### src/rtl/sram_bridge_pkg.sv
// Shared constants and channel state type for the banked SRAM request bridge.
package sram_bridge_pkg;

  localparam int NUM_BANKS  = 8;
  localparam int NUM_WMASKS = 4;
  localparam int DATA_WIDTH = 32;
  localparam int ADDR_WIDTH = 9;
  localparam int BANK_SEL_W = 3;

  typedef enum logic [1:0] {
    IDLE,
    RESP,
    HOLD
  } chan_state_e;

endpackage

### src/rtl/sram_bridge_chan.sv
// One valid/ready channel onto one port of every bank macro: decode, FSM, hold register.
// Range checking is compiled in with `define SRAM_BRIDGE_ERR_EN.
module sram_bridge_chan
  import sram_bridge_pkg::*;
#(
  parameter bit          WRITE_EN  = 1'b1,
  parameter logic [31:0] BASE_ADDR = 32'h0000_0000
) (
  input  logic                             clk_i,
  input  logic                             rst_ni,
  input  logic                             run_i,
  input  logic                             req_valid_i,
  output logic                             req_ready_o,
  input  logic [31:0]                      req_addr_i,
  input  logic                             req_we_i,
  input  logic [NUM_WMASKS-1:0]            req_wstrb_i,
  input  logic [DATA_WIDTH-1:0]            req_wdata_i,
  output logic                             rsp_valid_o,
  input  logic                             rsp_ready_i,
  output logic [DATA_WIDTH-1:0]            rsp_rdata_o,
  output logic                             rsp_err_o,
  output logic [NUM_BANKS-1:0]             sram_csb_o,
  output logic [NUM_BANKS-1:0]             sram_web_o,
  output logic [NUM_BANKS*NUM_WMASKS-1:0]  sram_wmask_o,
  output logic [NUM_BANKS*ADDR_WIDTH-1:0]  sram_addr_o,
  output logic [NUM_BANKS*DATA_WIDTH-1:0]  sram_din_o,
  input  logic [NUM_BANKS*DATA_WIDTH-1:0]  sram_dout_i
);

  chan_state_e           state_q, state_d;
  logic [BANK_SEL_W-1:0] bank_q, bank_d, req_bank;
  logic [ADDR_WIDTH-1:0] req_word;
  logic                  zero_q, zero_d;
  logic                  err_q, err_d;
  logic [DATA_WIDTH-1:0] hold_rdata_q, hold_rdata_d;
  logic                  hold_err_q, hold_err_d;
  logic [DATA_WIDTH-1:0] resp_rdata;
  logic                  in_range, accept, is_write;
  logic                  unused_addr_bits;

  assign req_bank = req_addr_i[13:11];
  assign req_word = req_addr_i[10:2];
  assign is_write = WRITE_EN & req_we_i;

`ifdef SRAM_BRIDGE_ERR_EN
  assign in_range         = (req_addr_i[31:14] == BASE_ADDR[31:14]);
  assign unused_addr_bits = ^req_addr_i[1:0];
`else
  // Without the range check the window simply aliases every 16 KiB.
  assign in_range         = 1'b1;
  assign unused_addr_bits = ^{req_addr_i[31:14], req_addr_i[1:0]};
`endif

  // Writes and rejected accesses answer with zero data.
  assign resp_rdata = zero_q ? '0 : sram_dout_i[bank_q*DATA_WIDTH +: DATA_WIDTH];

  always_comb begin
    // NOTE: every signal driven here gets a default first, so no latch is inferred.
    state_d      = state_q;
    bank_d       = bank_q;
    zero_d       = zero_q;
    err_d        = err_q;
    hold_rdata_d = hold_rdata_q;
    hold_err_d   = hold_err_q;
    req_ready_o  = 1'b0;
    rsp_valid_o  = 1'b0;
    rsp_rdata_o  = '0;
    rsp_err_o    = 1'b0;
    unique case (state_q)
      IDLE: req_ready_o = run_i;
      RESP: begin
        rsp_valid_o = 1'b1;
        rsp_rdata_o = resp_rdata;
        rsp_err_o   = err_q;
        req_ready_o = rsp_ready_i;
        if (rsp_ready_i) begin
          state_d = IDLE;
        end else begin
          state_d      = HOLD;
          hold_rdata_d = resp_rdata;
          hold_err_d   = err_q;
        end
      end
      HOLD: begin
        rsp_valid_o = 1'b1;
        rsp_rdata_o = hold_rdata_q;
        rsp_err_o   = hold_err_q;
        if (rsp_ready_i) state_d = IDLE;
      end
      default: state_d = IDLE;
    endcase
    accept = req_valid_i & req_ready_o;
    if (accept) begin
      state_d = RESP;
      bank_d  = req_bank;
      zero_d  = is_write | ~in_range;
      err_d   = ~in_range;
    end
  end

  // The accepted request reaches its macro in the same cycle it is accepted.
  always_comb begin
    sram_csb_o   = '1;
    sram_web_o   = '1;
    sram_wmask_o = '0;
    sram_addr_o  = '0;
    sram_din_o   = '0;
    if (accept && in_range && run_i) begin
      sram_csb_o[req_bank]                           = 1'b0;
      sram_addr_o[req_bank*ADDR_WIDTH +: ADDR_WIDTH] = req_word;
      if (is_write) begin
        sram_web_o[req_bank]                           = 1'b0;
        sram_wmask_o[req_bank*NUM_WMASKS +: NUM_WMASKS] = req_wstrb_i;
        sram_din_o[req_bank*DATA_WIDTH +: DATA_WIDTH]   = req_wdata_i;
      end
    end
  end

  always_ff @(posedge clk_i or negedge rst_ni) begin
    if (!rst_ni) begin
      state_q      <= IDLE;
      bank_q       <= '0;
      zero_q       <= 1'b0;
      err_q        <= 1'b0;
      // NOTE: the hold register is a few flops, not a memory, so it is reset to keep rdata at 0.
      hold_rdata_q <= '0;
      hold_err_q   <= 1'b0;
    end else begin
      // NOTE: non-blocking assignments so every flop samples pre-edge values.
      state_q      <= state_d;
      bank_q       <= bank_d;
      zero_q       <= zero_d;
      err_q        <= err_d;
      hold_rdata_q <= hold_rdata_d;
      hold_err_q   <= hold_err_d;
    end
  end

endmodule

### src/rtl/sram_bank_bridge.sv
// Data (read/write, macro port 0) and fetch (read-only, macro port 1) channels onto the banked SRAM.
// Optional out-of-range error reporting: `define SRAM_BRIDGE_ERR_EN.
module sram_bank_bridge
  import sram_bridge_pkg::*;
#(
  parameter logic [31:0] BASE_ADDR = 32'h0000_0000
) (
  input  logic                             clk_i,
  input  logic                             rst_ni,
  input  logic                             d_req_valid,
  output logic                             d_req_ready,
  input  logic [31:0]                      d_req_addr,
  input  logic                             d_req_we,
  input  logic [NUM_WMASKS-1:0]            d_req_wstrb,
  input  logic [DATA_WIDTH-1:0]            d_req_wdata,
  output logic                             d_rsp_valid,
  input  logic                             d_rsp_ready,
  output logic [DATA_WIDTH-1:0]            d_rsp_rdata,
  output logic                             d_rsp_err,
  input  logic                             f_req_valid,
  output logic                             f_req_ready,
  input  logic [31:0]                      f_req_addr,
  output logic                             f_rsp_valid,
  input  logic                             f_rsp_ready,
  output logic [DATA_WIDTH-1:0]            f_rsp_rdata,
  output logic                             f_rsp_err,
  output logic [NUM_BANKS-1:0]             sram_clk0,
  output logic [NUM_BANKS-1:0]             sram_csb0,
  output logic [NUM_BANKS-1:0]             sram_web0,
  output logic [NUM_BANKS*NUM_WMASKS-1:0]  sram_wmask0,
  output logic [NUM_BANKS*ADDR_WIDTH-1:0]  sram_addr0,
  output logic [NUM_BANKS*DATA_WIDTH-1:0]  sram_din0,
  input  logic [NUM_BANKS*DATA_WIDTH-1:0]  sram_dout0,
  output logic [NUM_BANKS-1:0]             sram_clk1,
  output logic [NUM_BANKS-1:0]             sram_csb1,
  output logic [NUM_BANKS*ADDR_WIDTH-1:0]  sram_addr1,
  input  logic [NUM_BANKS*DATA_WIDTH-1:0]  sram_dout1
);

  logic                            run_q;
  logic [NUM_BANKS-1:0]            f_unused_web;
  logic [NUM_BANKS*NUM_WMASKS-1:0] f_unused_wmask;
  logic [NUM_BANKS*DATA_WIDTH-1:0] f_unused_din;

  assign sram_clk0 = {NUM_BANKS{clk_i}};
  assign sram_clk1 = {NUM_BANKS{clk_i}};

  // Holds both channels off for the first cycle after reset release.
  always_ff @(posedge clk_i or negedge rst_ni) begin
    if (!rst_ni) run_q <= 1'b0;
    else         run_q <= 1'b1;
  end

  sram_bridge_chan #(.WRITE_EN(1'b1), .BASE_ADDR(BASE_ADDR)) u_data_chan (
    .clk_i        (clk_i),
    .rst_ni       (rst_ni),
    .run_i        (run_q),
    .req_valid_i  (d_req_valid),
    .req_ready_o  (d_req_ready),
    .req_addr_i   (d_req_addr),
    .req_we_i     (d_req_we),
    .req_wstrb_i  (d_req_wstrb),
    .req_wdata_i  (d_req_wdata),
    .rsp_valid_o  (d_rsp_valid),
    .rsp_ready_i  (d_rsp_ready),
    .rsp_rdata_o  (d_rsp_rdata),
    .rsp_err_o    (d_rsp_err),
    .sram_csb_o   (sram_csb0),
    .sram_web_o   (sram_web0),
    .sram_wmask_o (sram_wmask0),
    .sram_addr_o  (sram_addr0),
    .sram_din_o   (sram_din0),
    .sram_dout_i  (sram_dout0)
  );

  // Port 1 has no write side, so the fetch channel's write outputs go nowhere.
  sram_bridge_chan #(.WRITE_EN(1'b0), .BASE_ADDR(BASE_ADDR)) u_fetch_chan (
    .clk_i        (clk_i),
    .rst_ni       (rst_ni),
    .run_i        (run_q),
    .req_valid_i  (f_req_valid),
    .req_ready_o  (f_req_ready),
    .req_addr_i   (f_req_addr),
    .req_we_i     (1'b0),
    .req_wstrb_i  ('0),
    .req_wdata_i  ('0),
    .rsp_valid_o  (f_rsp_valid),
    .rsp_ready_i  (f_rsp_ready),
    .rsp_rdata_o  (f_rsp_rdata),
    .rsp_err_o    (f_rsp_err),
    .sram_csb_o   (sram_csb1),
    .sram_web_o   (f_unused_web),
    .sram_wmask_o (f_unused_wmask),
    .sram_addr_o  (sram_addr1),
    .sram_din_o   (f_unused_din),
    .sram_dout_i  (sram_dout1)
  );

endmodule
### config.mk
export PLATFORM = sky130hd
export DESIGN_NAME = sram_bank_bridge
export DESIGN_NICKNAME = d
export VERILOG_FILES = /design/src/rtl/sram_bridge_pkg.sv /design/src/rtl/sram_bridge_chan.sv /design/src/rtl/sram_bank_bridge.sv
export SDC_FILE = /design/constraint.sdc
export NUM_CORES = 1
export LEC_CHECK = 0
export CORE_AREA = 10 10 445 447
export CTS_CLUSTER_DIAMETER = 30
export DETAILED_ROUTE_END_ITERATION = 6
export DIE_AREA = 0 0 455 457
export PLACE_DENSITY = 0.37
export REMOVE_ABC_BUFFERS = 1
export SYNTH_ARGS = -nofsm -noshare
export SYNTH_HDL_FRONTEND = slang
export SYNTH_SLANG_ARGS = --single-unit
### constraint.sdc
create_clock -name clk_i -period 3.4 [get_ports clk_i]
set_input_delay 0.68 -clock clk_i [delete_from_list [all_inputs] [get_ports clk_i]]
set_output_delay 0.68 -clock clk_i [all_outputs]
set_load 0.05 [all_outputs]
==> flow_summary.ini <==
[worst_hold_path]
hold_class = in2async

[die]
ios = 1161
dieArea_sq_um = 208000
rows = 160
die_w_microns = 455
core-area_sq_um = 189000
start_util_pct = 6.25
die_h_microns = 457

[critical_path]
cp_data_arrival_time_ns = 2.67
startpoint_type = input pin
crit_required_ns = 2.72
reg2regPathDepth = 5
end_kind = output port
crit_type = in2out
cp_max_fo = 18

[clocking]
clk_latency_ns = 0.52
path_clk_slew_ns = 0.08
cts_tree = yes

[routing]
vias = 19375
drtAntennaViolNets = 0
wl_per_cell_microns = 27.9
drt-initial-drc-count = 1111
vias_per_cell = 3.48
drc = 0
first_pass_iters = 5
wl_microns = 155000

[place]
placed_cell_area_sq_um = 33500
place_hpwl_microns = 132000
place_congestion = 0.882
port_buffers = 1118

[layout]
final_cell_area_sq_um = 35300
final_common_cell = clkdlybuf4s50_1
drive_gt1_share_pct = 46.2
final_cell_mix = clkdlybuf4s50_1, buf_4, buf_12, mux2_2, nand2_1
nets = 3648
fillCellCount = 21024
synthToLayoutAreaGrowth_pct = 199

[global_route]
track_usage_pct = 14.0
grt_pass1_wl_microns = 197000
grt_max_degree = 71
overflow = 0
grt_antenna_before_repair = 76
grt_pass1_vias = 19894

[synthesis]
syn_area_sq_um = 11800
ys_warn_count = 0
synth_top_cell_by_area = mux2_2
ys_seq_area_share_pct = 16.1
synth_top_area_share_pct = 19.0
synth_cell_types = 43
ys_seq_elements = 76
synthTopCellsByArea = mux2_2, dfrtp_1, nor3_1, o31ai_1, and3_1
synth_area_per_cell_sq_um = 7.39
postSynthCellCount = 1599

[timing]
worstMarginPinSlew_ns = 0.859
fin_crit_sh_pct = 98.5
slew_headroom_pct = 42.7
final_hold_viol_count = 0
setup_viol = 0
fin_crit_ns = 3.35
drv_slew = 0
fin_skew_ns = 0.0208
tns_ns = 0
fmax_mhz = 298

[job]
cap_violations = 0

[power_and_ir_drop]
vdd_drop_max_uv = 761
powerDensity_nw_per_um2 = 435
leakage_nw = 14.0

[run_status]
outcome = completed
==> critical path, cell delays in order <==
cell and delay [ns]:
dlygate4sd2_1 0.25, inv_2 0.07, ha_4 0.17, ha_4 0.26, nor3_2 0.17, nand4_1 0.12, buf_6 0.17, buf_12 0.16
nor4_2 0.22, buf_4 0.17, buf_12 0.13
==> repair_timing <==
item                       4_1_cts  5_1_grt
hold buffers                     0        0
setup endpoints to repair      424       93
setup buffers                    8        0
cloned                           8        1
pin swaps                       27        1
resized for setup              162       42
==> sequential cells by signal (all words and copies together) (netlist names) <==
register,cells
u_data_chan.hold_rdata_q,32
u_fetch_chan.state_q,2
u_data_chan.state_q,2
u_fetch_chan.bank_q,3
u_data_chan.bank_q,3
u_fetch_chan.hold_rdata_q,32
run_q,1
u_data_chan.zero_q,1
==> metrics by stage <==
stage                     instances  setup slack [ns]  util (%)  hold slack [ns]  power [mW]
final                          5561            0.0495      18.7            0.113        15.4
after global routing           5544          -0.00288      18.7            0.106        16.2
after CTS                      5529          0.000378      18.5           0.0914        15.6
after detailed placement       5490            -0.357      17.7            0.466        13.6
after global placement         5490            -0.366      17.7            0.459        13.5
after floorplan                1399             -2.67         -            0.384        7.09
==> Yosys cell counts, drive strengths merged <==
cell type,n
nor3,217
mux2,199
nand2,186
and3,132
o31ai,128
clkbuf,111
o22ai,96
nor4,92
buf,90
dfrtp,76
inv,66
mux2i,64
a221o,32
nand3,16
ha,15
nand2b,14
nor2,12
nor2b,8
nand4,7
and2,6
a21oi,4
o21ai,4
or3,4
a21boi,3
or2,3
or4,3
a22o,2
and4,2
conb,2
a21o,1
nand3b,1
or3b,1
xnor2,1
xor2,1
==> area by class of cell <==
type | instances | area (sq um) | area share [%]
multi-input cells | 1257 | 9690 | 27.4
well taps | 2511 | 3140 | 8.89
flip-flops and latches | 76 | 1910 | 5.41
clock buffers | 34 | 569 | 1.61
inverters | 66 | 248 | 0.701
clock inverters | 6 | 88.8 | 0.251
diodes | 31 | 77.6 | 0.220
repair buffers | 1580 | 19600 | 55.5
==> worst paths after layout <==
check / start / end / slack, ns
setup / recovery: d_req_addr[11] / sram_din0[14] / 0.05
hold / removal: rst_ni / u_data_chan.hold_rdata_q[6] / 0.11
setup reg to reg: u_fetch_chan.bank_q[0] / u_fetch_chan.hold_rdata_q[27] / 1.35
hold reg to reg: u_data_chan.hold_rdata_q[5] / u_data_chan.hold_rdata_q[5] / 0.48
max in group asynchronous: rst_ni / u_data_chan.bank_q[0] / 2.54
min in group clk_i: u_data_chan.hold_rdata_q[5] / u_data_chan.hold_rdata_q[5] / 0.48
==> cell families (layout without fill, tap and decap cells) <==
kind of cell	count (synthesis)	after routing	synth area share (%)
flip-flops	76	76	16.1
XOR/XNOR	2	2	0.148
adder cells (fa/ha/maj)	15	15	1.59
multiplexers	263	263	24.4
buffers and inverters	267	1686	10.3
AO/OA/AOI/OAI	270	270	16.7
other	2	34	0.0635
AND/OR/NAND/NOR	704	704	30.7
==> per-layer routing <==
metal  up-vias  global-route usage (%)  part of all wire, %
met3       152                    5.12                  9.3
met1      9422                    16.0                   39
met5         -                       0                 0.12
li1       8886                       -                    -
met4        28                    5.06                  3.5
met2       887                    23.9                   48
==> power by group <==
group	switching, mW	leakage [nW]	internal, mW
Sequential	0.398	0.946	1.31
Combinational	6.29	12.7	4.70
Clock	1.46	0.332	1.23
Total	8.15	14.0	7.25
Note: power is estimated with default switching activity, not from simulation.
